[src/rtl/instr_seq_ctrl.sv]
// Instruction sequencing controller: runs the fixed 8-phase fetch/decode/execute
// cycle and decodes the opcode into PC, accumulator, memory and bus strobes.
//
// state          | meaning
// PH_FETCH_HI    | phase 0, fetch instruction high byte
// PH_FETCH_LO    | phase 1, fetch instruction low byte
// PH_DECODE      | phase 2, decode settle
// PH_HALT_CHK    | phase 3, HLT detect (parks here while halted_q)
// PH_EXEC_A      | phase 4, operand address / bus setup
// PH_EXEC_B      | phase 5, operand transfer / PC load
// PH_EXEC_C      | phase 6, bus hold
// PH_IDLE        | phase 7, end of instruction
module instr_seq_ctrl #(
    parameter bit HALT_STICKY = 1'b1
) (
    input  logic       clk1,
    input  logic       rst,
    input  logic       ena,
    input  logic [2:0] opcode,
    input  logic       zero,
    output logic       load_ir,
    output logic       inc_pc,
    output logic       load_pc,
    output logic       load_acc,
    output logic       rd,
    output logic       wr,
    output logic       datactl_ena,
    output logic       halt,
    output logic [2:0] phase
);

    typedef enum logic [2:0] {
        PH_FETCH_HI = 3'd0,
        PH_FETCH_LO = 3'd1,
        PH_DECODE   = 3'd2,
        PH_HALT_CHK = 3'd3,
        PH_EXEC_A   = 3'd4,
        PH_EXEC_B   = 3'd5,
        PH_EXEC_C   = 3'd6,
        PH_IDLE     = 3'd7
    } phase_e;

    typedef enum logic [2:0] {
        OP_HLT = 3'b000,
        OP_SKZ = 3'b001,
        OP_ADD = 3'b010,
        OP_AND = 3'b011,
        OP_XOR = 3'b100,
        OP_LDA = 3'b101,
        OP_STO = 3'b110,
        OP_JMP = 3'b111
    } opcode_e;

    phase_e  phase_q, phase_d;
    logic    halted_q, halted_d;
    opcode_e op;
    logic    acc_src;

    assign op      = opcode_e'(opcode);
    // ALU ops and LDA all read an operand from memory into the accumulator
    assign acc_src = (op == OP_ADD) || (op == OP_AND) || (op == OP_XOR) || (op == OP_LDA);
    assign phase   = phase_q;

    always_ff @(posedge clk1) begin
        if (rst) begin
            phase_q  <= PH_FETCH_HI;
            halted_q <= 1'b0;
        end else begin
            phase_q  <= phase_d;
            halted_q <= halted_d;
        end
    end

    always_comb begin
        phase_d     = phase_q;
        halted_d    = halted_q;
        load_ir     = 1'b0;
        inc_pc      = 1'b0;
        load_pc     = 1'b0;
        load_acc    = 1'b0;
        rd          = 1'b0;
        wr          = 1'b0;
        datactl_ena = 1'b0;
        halt        = 1'b0;

        if (halted_q) begin
            halt = 1'b1;
        end else if (ena) begin
            phase_d = phase_e'(phase_q + 3'd1);
            case (phase_q)
                PH_FETCH_HI, PH_FETCH_LO: begin
                    load_ir = 1'b1;
                    rd      = 1'b1;
                    inc_pc  = 1'b1;
                end
                PH_HALT_CHK: begin
                    if (op == OP_HLT) begin
                        halt = 1'b1;
                        if (HALT_STICKY) begin
                            halted_d = 1'b1;
                            phase_d  = phase_q;
                        end
                    end
                end
                PH_EXEC_A: begin
                    if (acc_src) rd = 1'b1;
                    if (op == OP_STO) datactl_ena = 1'b1;
                    if (op == OP_JMP) load_pc = 1'b1;
                    if (op == OP_SKZ && zero) inc_pc = 1'b1;
                end
                PH_EXEC_B: begin
                    if (acc_src) begin
                        rd       = 1'b1;
                        load_acc = 1'b1;
                    end
                    if (op == OP_STO) begin
                        wr          = 1'b1;
                        datactl_ena = 1'b1;
                    end
                    // JMP reloads the PC, then steps once past the loaded address
                    if (op == OP_JMP) begin
                        load_pc = 1'b1;
                        inc_pc  = 1'b1;
                    end
                    if (op == OP_SKZ && zero) inc_pc = 1'b1;
                end
                PH_EXEC_C: begin
                    if (acc_src) rd = 1'b1;
                    if (op == OP_STO) datactl_ena = 1'b1;
                end
                default: ;
            endcase
        end else begin
            phase_d = PH_FETCH_HI;
        end
    end

endmodule

[config.mk]
export PLATFORM = sky130hd
export DESIGN_NAME = instr_seq_ctrl
export DESIGN_NICKNAME = d
export VERILOG_FILES = /design/src/rtl/instr_seq_ctrl.sv
export SDC_FILE = /design/constraint.sdc
export NUM_CORES = 1
export LEC_CHECK = 0
export CORE_AREA = 5 5 42 44
export DETAILED_ROUTE_END_ITERATION = 12
export DIE_AREA = 0 0 47 49
export HOLD_SLACK_MARGIN = 0.03
export PLACE_DENSITY = 0.66
export RECOVER_POWER = 100
export SKIP_CTS_REPAIR_TIMING = 1
export SLEW_MARGIN = 20
export SYNTH_ARGS = -nofsm -noshare
export SYNTH_HDL_FRONTEND = slang
export SYNTH_SLANG_ARGS = --single-unit
[constraint.sdc]
create_clock -name clk1 -period 1.6 [get_ports clk1]
set_input_delay 0.32 -clock clk1 [delete_from_list [all_inputs] [get_ports clk1]]
set_output_delay 0.32 -clock clk1 [all_outputs]
set_load 0.005 [all_outputs]
# After elaboration in Yosys (flattened, before gate mapping)
# Index checks and enable logic that the tools add are counted.
# word_totals
regBits,4
out_inout_bits,11
elab_cells,60
in_bits,7
# classes
n_reduce_logical,10
n_eq_ne,13
bitwise,1
addsub,1
muxes,33
# ops
op,count
2-to-1 mux 1 bit,28
== test 3 bit (second input constant),7
== test 3 x 2 -> 1 bit (second input constant),3
2-to-1 mux 3 bit,3
== test 3 x 1 -> 1 bit (second input constant),2
logical NOT 3 bit,2
OR reduction 2 bit,2
adder 3 x 1 -> 3 bit (second input constant),1
logical OR 1 bit,3
!= test 3 bit (second input constant),1
case mux 1 bit (3 select lines),1
OR reduction 3 bit,1
case mux 1 bit (2 select lines),1
AND reduction 2 bit,1
logical AND 1 bit,1
inverter 1 bit,1

# Longest topological paths before layout
# Gate-level depths: netlist (run 1).
# logic_depth
word_depth,8
ltp_mapped,5
mapped_depth_nobuf,5

# Worst setup path after synthesis (run 1)
# Ideal clock, no wire load.
# synth_path
kind,reg-to-output
from,register phase_q[0] (netlist: phase[0])
to,output halt
n_path_buf,0
slack_ns,0.108
arrival_time_ns,1.172
stages_incl_launch_ff,5
required_time_ns,1.280
path_cell_list,dfxtp_1 > ha_1 > ha_1 > nor4b_4 > a21o_1
# synth_via
elab_chain_len,4
# synth_lines
item,line,rtl
"start, declared",54,"phase_e phase_q, phase_d;"
"start signal, assigned",69,phase_q <= phase_d;
== test 3 x 2 -> 1 bit,90,case (phase_q)
2-to-1 mux 1 bit,90,
2-to-1 mux 1 bit,88,end else if (ena) begin
2-to-1 mux 1 bit,86,if (halted_q) begin
"end, declared",28,"output logic halt,"
# No other way between the ends.

# Final worst setup path (run 1)
# layout_path
from,register phase_q[0] (netlist: phase[0])
to,output inc_pc
# layout_via
elab_chain_len,5
word_cells_on_any_way,8
classes_between,eq/ne (3); mux (3); reduce/logical (2)
# layout_lines
item,line,rtl
== test 3 x 1 -> 1 bit / logical NOT 3 bit (equally long branches),90,
OR reduction 2 bit,90,
case mux 1 bit (3 select lines) (*),90,
2-to-1 mux 1 bit (*),88,
2-to-1 mux 1 bit (*),86,
"end, declared",22,"output logic inc_pc,"
# Mark *: on every way between the ends. The rest lies on a longest branch, timed or not.

==> reports/metrics.yaml, run 1 <==
dieArea_um2: 2300
relSlewSlack_pct: 80.6
start_util_pct: 28.2
p_leak_uw: 0.000402
grt_pass1_vias: 468
ys_ff_latch: 4
h-tree-depth: 1
netlist.top_cell.by_area: "dfxtp_1"
syn_avg_cell_area_um2: 8.41
yosysWarnings: 0
synth_area_um2: 395
finalMaxSlewViolations: 0
grt_pass1_wl_um: 1950
final_cell_mix: "14 x buf_4, 7 x dlymetal6s2s_1, 5 x clkdlybuf4s50_1"
final_util_pct: 59.3
io_pins: 18
synthTopCellsByArea: "dfxtp_1 20%, ha_1 16%, nand4b_1 6.6%"
gr-usage-all-layers_pct: 11.6
nNetsFinal: 95
rsz0062_at_grt: "true"
hold_class: "in -> reg"
fmax_mhz: 583
cp.required_ps: 1280
cp-end-kind: "output port"
wl_per_cell_um: 13.6
cts_buffer_depth: 2
syn_nets: 59
ant_nets: 0
drc: 0
fin_tns_setup_ps: -244
fill_cells: 129
path_max_fanout: 4
status: "finished with violations"
min_period_over_period_pct: 107
met2_usage_pct: 16.3
synth_top_area_share_pct: 20.3
synth_seq_area_share_pct: 20.3
grt_util_met3_pct: 1.48
numPortBuffers: 17
cpPeakStageDelay_ps: 360
grt_overflow_total: 0
crit_type: "reg -> out"
grt_max_degree: 9
arrival_ps: 1400
syn_inst: 47
post-route-min-period_ps: 1720
place_congestion: 0.873
final_common_cell: "buf_4"
cts.sinks: 4
drt_first_pass_iters: 1
dp_hpwl_um: 937
vias: 491
slowest_stage: "dfxtp_4"
power_density_nw_per_um2: 420
drt_iter0_markers: 0
worst_clock_skew_ps: 3.78
syn_to_final_growth_pct: 110
cp_num_buf_inv: 2
cts_buffers: 3
max-vdd-ir-drop_uv: 395
ys_types: 22
die_h_um: 49
coreArea_um2: 1400
hold_viol_final: 0
layout_setup_ws_ps: -116
drv_cap: 0
holdWs_ps: 607
setup.worst_path.start_class: "flop"
antenna_found_initial: 0
antenna_cells: 0
rows: 14
routed_wirelength_um: 1320
cts_root_buf: "clkbuf_4"
setup_viol: 6
power_uw: 349
grtUsageMet1_pct: 14.3
cpLargestDelayFamily: "flip-flops"
violations: "setup timing"
die_width_um: 47
vias_per_cell: 5.06
pre_cts_ws_ps: -751
cts_tree: "yes"
drive_gt1_share_pct: 51.9
cp_cell_sequence: "inv_1 > ha_4 > o2111ai_1 > a31oi_1 > clkbuf_2"
busiest_layer: "met2"
clk_pin_slew_ps: 40
tightest_slew_ps: 290
clkLatencyLatePin_ps: 240
[registers in the layout, summed over array words and instances, names as in the netlist]
register and flops:
phase 3, halted_q 1
[cell type report]
cell class / instances / area (um^2) / area share, %
Sequential cell: 4 / 88.8 / 10.7
Tap cell: 16 / 20.0 / 2.41
Timing Repair Buffer: 32 / 279 / 33.6
Inverter: 5 / 18.8 / 2.26
Clock buffer: 3 / 22.5 / 2.71
Multi-Input combinational cell: 37 / 402 / 48.3
[layer usage]
metal / routed length [um] / share of wire, %
met1: 461 / 35
met2: 691 / 52
met3: 107 / 8.1
met4: 59 / 4.5
met5: 0 / 0
[where the power goes]
group,switching (uW),internal [uW]
combinational,51.5,64.1
sequential,4.21,101
clock,43.4,84.0
[per-stage QoR]
step	instance area, um^2	instances
final	831	97
after floorplan	395	47
after global placement	686	93
after detailed placement	686	93
after global routing	831	97
after CTS	708	96
[tightest hold or removal path: cells and delay by family]
family / cells / cell delay, ps
buffers and inverters: 2 / 320
AO/OA/AOI/OAI: 1 / 70
AND/OR/NAND/NOR: 1 / 100
[cell families (layout without fill, tap and decap cells)]
logic type | after synthesis | count (layout) | synth area share [%]
buffers and inverters | 6 | 40 | 6.01
flip-flops | 4 | 4 | 20.3
adder cells (fa/ha/maj) | 5 | 5 | 15.8
AO/OA/AOI/OAI | 7 | 7 | 15.5
AND/OR/NAND/NOR | 24 | 24 | 40.2
XOR/XNOR | 1 | 1 | 2.22
[Yosys cell counts]
library cell,count
nand3b_1,1
nand3_1,3
o221ai_1,3
inv_1,5
xnor2_1,1
nand4b_1,3
dfxtp_1,4
nand2_1,3
nor3_1,2
nor2_1,4
a21o_1,1
clkbuf_2,1
nand2b_1,2
nand4_1,1
and2b_1,1
ha_1,5
nor4b_4,1
nor4_1,2
or3_4,1
a31oi_1,1
o22ai_2,1
o2111ai_1,1
[path summary, 6_finish.rpt]
| kind | startpoint | end | slack (ps) | depth (start not counted) |
|---|---|---|---|---|
| setup / recovery | phase[0] | inc_pc | -120 | 5 |
| setup reg to reg | phase[0] | phase[0] | 330 | 5 |
| hold reg to reg | halted_q | phase[1] | 660 | 3 |
| hold / removal | ena | phase[1] | 610 | 4 |
Note: power is estimated with default switching activity, not from simulation.
==> run 2, diff against run 1 <==
--- a/config.mk
+++ b/config.mk
@@ -8,6 +8,7 @@
 export CORE_AREA = 5 5 42 44
 export DETAILED_ROUTE_END_ITERATION = 12
 export DIE_AREA = 0 0 47 49
+export GPL_ROUTABILITY_DRIVEN = 0
 export HOLD_SLACK_MARGIN = 0.03
 export PLACE_DENSITY = 0.66
 export RECOVER_POWER = 100
==> constraint.sdc (replaced) <==
create_clock -name clk1 -period 1.6 [get_ports clk1]
set_input_delay 0.32 -clock clk1 [delete_from_list [all_inputs] [get_ports clk1]]
set_output_delay 0.32 -clock clk1 [all_outputs]
set_load 0.1 [all_outputs]
==> reports/metrics.yaml, run 2 (same netlist as run 1, synthesis figures left out) <==
status: "finished with violations"
violations: "setup timing"
antenna_found_initial: 0
seq_power_share_pct: 23.5
coreArea_um2: 1400
cts_buffer_depth: 2
dieArea_um2: 2300
antenna_cells: 0
cts_root_buf: "clkbuf_4"
fill_cells: 97
power_density_nw_per_um2: 438
clkLatencyLatePin_ps: 240
final_cell_mix: "12 x buf_4, 8 x buf_12, 6 x clkbuf_4"
hold_viol_final: 0
gr-usage-all-layers_pct: 12.1
relSlewSlack_pct: 80.0
drt_iter0_markers: 2
holdWs_ps: 593
die_h_um: 49
fmax_mhz: 555
layout.area.seq_um2: 92.6
wl_per_cell_um: 14.0
io_pins: 18
die_width_um: 47
cp.required_ps: 1280
rows: 14
worst_clock_skew_ps: 6.46
drc: 0
max-vdd-ir-drop_uv: 450
layout_setup_ws_ps: -202
grt_max_degree: 9
cts.sinks: 4
setup_viol: 7
arrival_ps: 1480
cts_buffers: 3
drive_gt1_share_pct: 68.7
clk_pin_slew_ps: 40
p_switching_uw: 171
nNetsFinal: 96
drv_cap: 0
setup.worst_path.start_class: "flop"
start_util_pct: 28.2
cp-end-kind: "output port"
internal_power_uw: 276
placed_area_um2: 926
p_leak_uw: 0.000412
switching_share_pct: 38.3
grt_pass1_vias: 485
final_common_cell: "buf_4"
routed_wirelength_um: 1380
grt_overflow_total: 0
post-route-min-period_ps: 1800
h-tree-depth: 1
ant_nets: 0
path_max_fanout: 6
finalMaxSlewViolations: 0
tightest_slew_ps: 302
drt_first_pass_iters: 4
vias: 498
dp_hpwl_um: 1090
min_period_over_period_pct: 113
largest_reg_flops: 3
crit_type: "reg -> out"
pwr-share-comb_pct: 45.6
syn_to_final_growth_pct: 158
hold_class: "reg -> reg"
cts_tree: "yes"
rsz0062_at_grt: "true"
multi_input_area_um2: 468
design_area_um2: 1020
vias_per_cell: 5.03
grt_pass1_wl_um: 2060
numPortBuffers: 17
p_clk_share_pct: 30.8
final_util_pct: 72.9
[run 2: worst max-delay path, stage by stage (launching register included)]
cell and delay, ps:
dfxtp_4 360, buf_6 120, ha_4 180, nor3_4 270, o22ai_4 130, buf_12 180
[run 2: worst paths after layout]
kind	start	endpoint	depth (start not counted)	slack, ps
min reg2reg	phase[2]	phase[2]	2	590
max	phase[0]	rd	5	-200
max reg2reg	phase[1]	phase[1]	6	280
min	phase[2]	phase[2]	2	590
[run 2: stage by stage]
step / cells / total power (uW) / TNS [ps] / setup WS [ps]
after floorplan: 47 / 216 / -3280 / -620
after global placement: 92 / 299 / -2850 / -403
after detailed placement: 92 / 302 / -3030 / -436
after CTS: 96 / 445 / -2780 / -432
after global routing: 99 / 470 / -1330 / -268
final: 99 / 447 / -879 / -202
[run 2: cell type report]
cell class,count,area share (%)
multi-input cells,37,45.8
repair buffers,33,38.0
flip-flops and latches,4,9.07
clock buffers,4,2.57
inverters,5,2.57
well taps,16,1.96
[run 2: power groups by stage]
stage / logic, uW / clock network, uW / registers (uW)
2_1_floorplan: 91.6 / 0 / 124
3_3_place_gp: 194 / 0 / 106
3_5_place_dp: 196 / 0 / 106
6_report: 204 / 138 / 105
5_1_grt: 214 / 150 / 106
4_1_cts: 197 / 144 / 104
[run 2: layer usage]
metal	track usage, %	share of wire [%]
met5	0	0
met4	6.91	1.5
met3	1.48	7.1
met2	19.5	54
met1	14.7	37
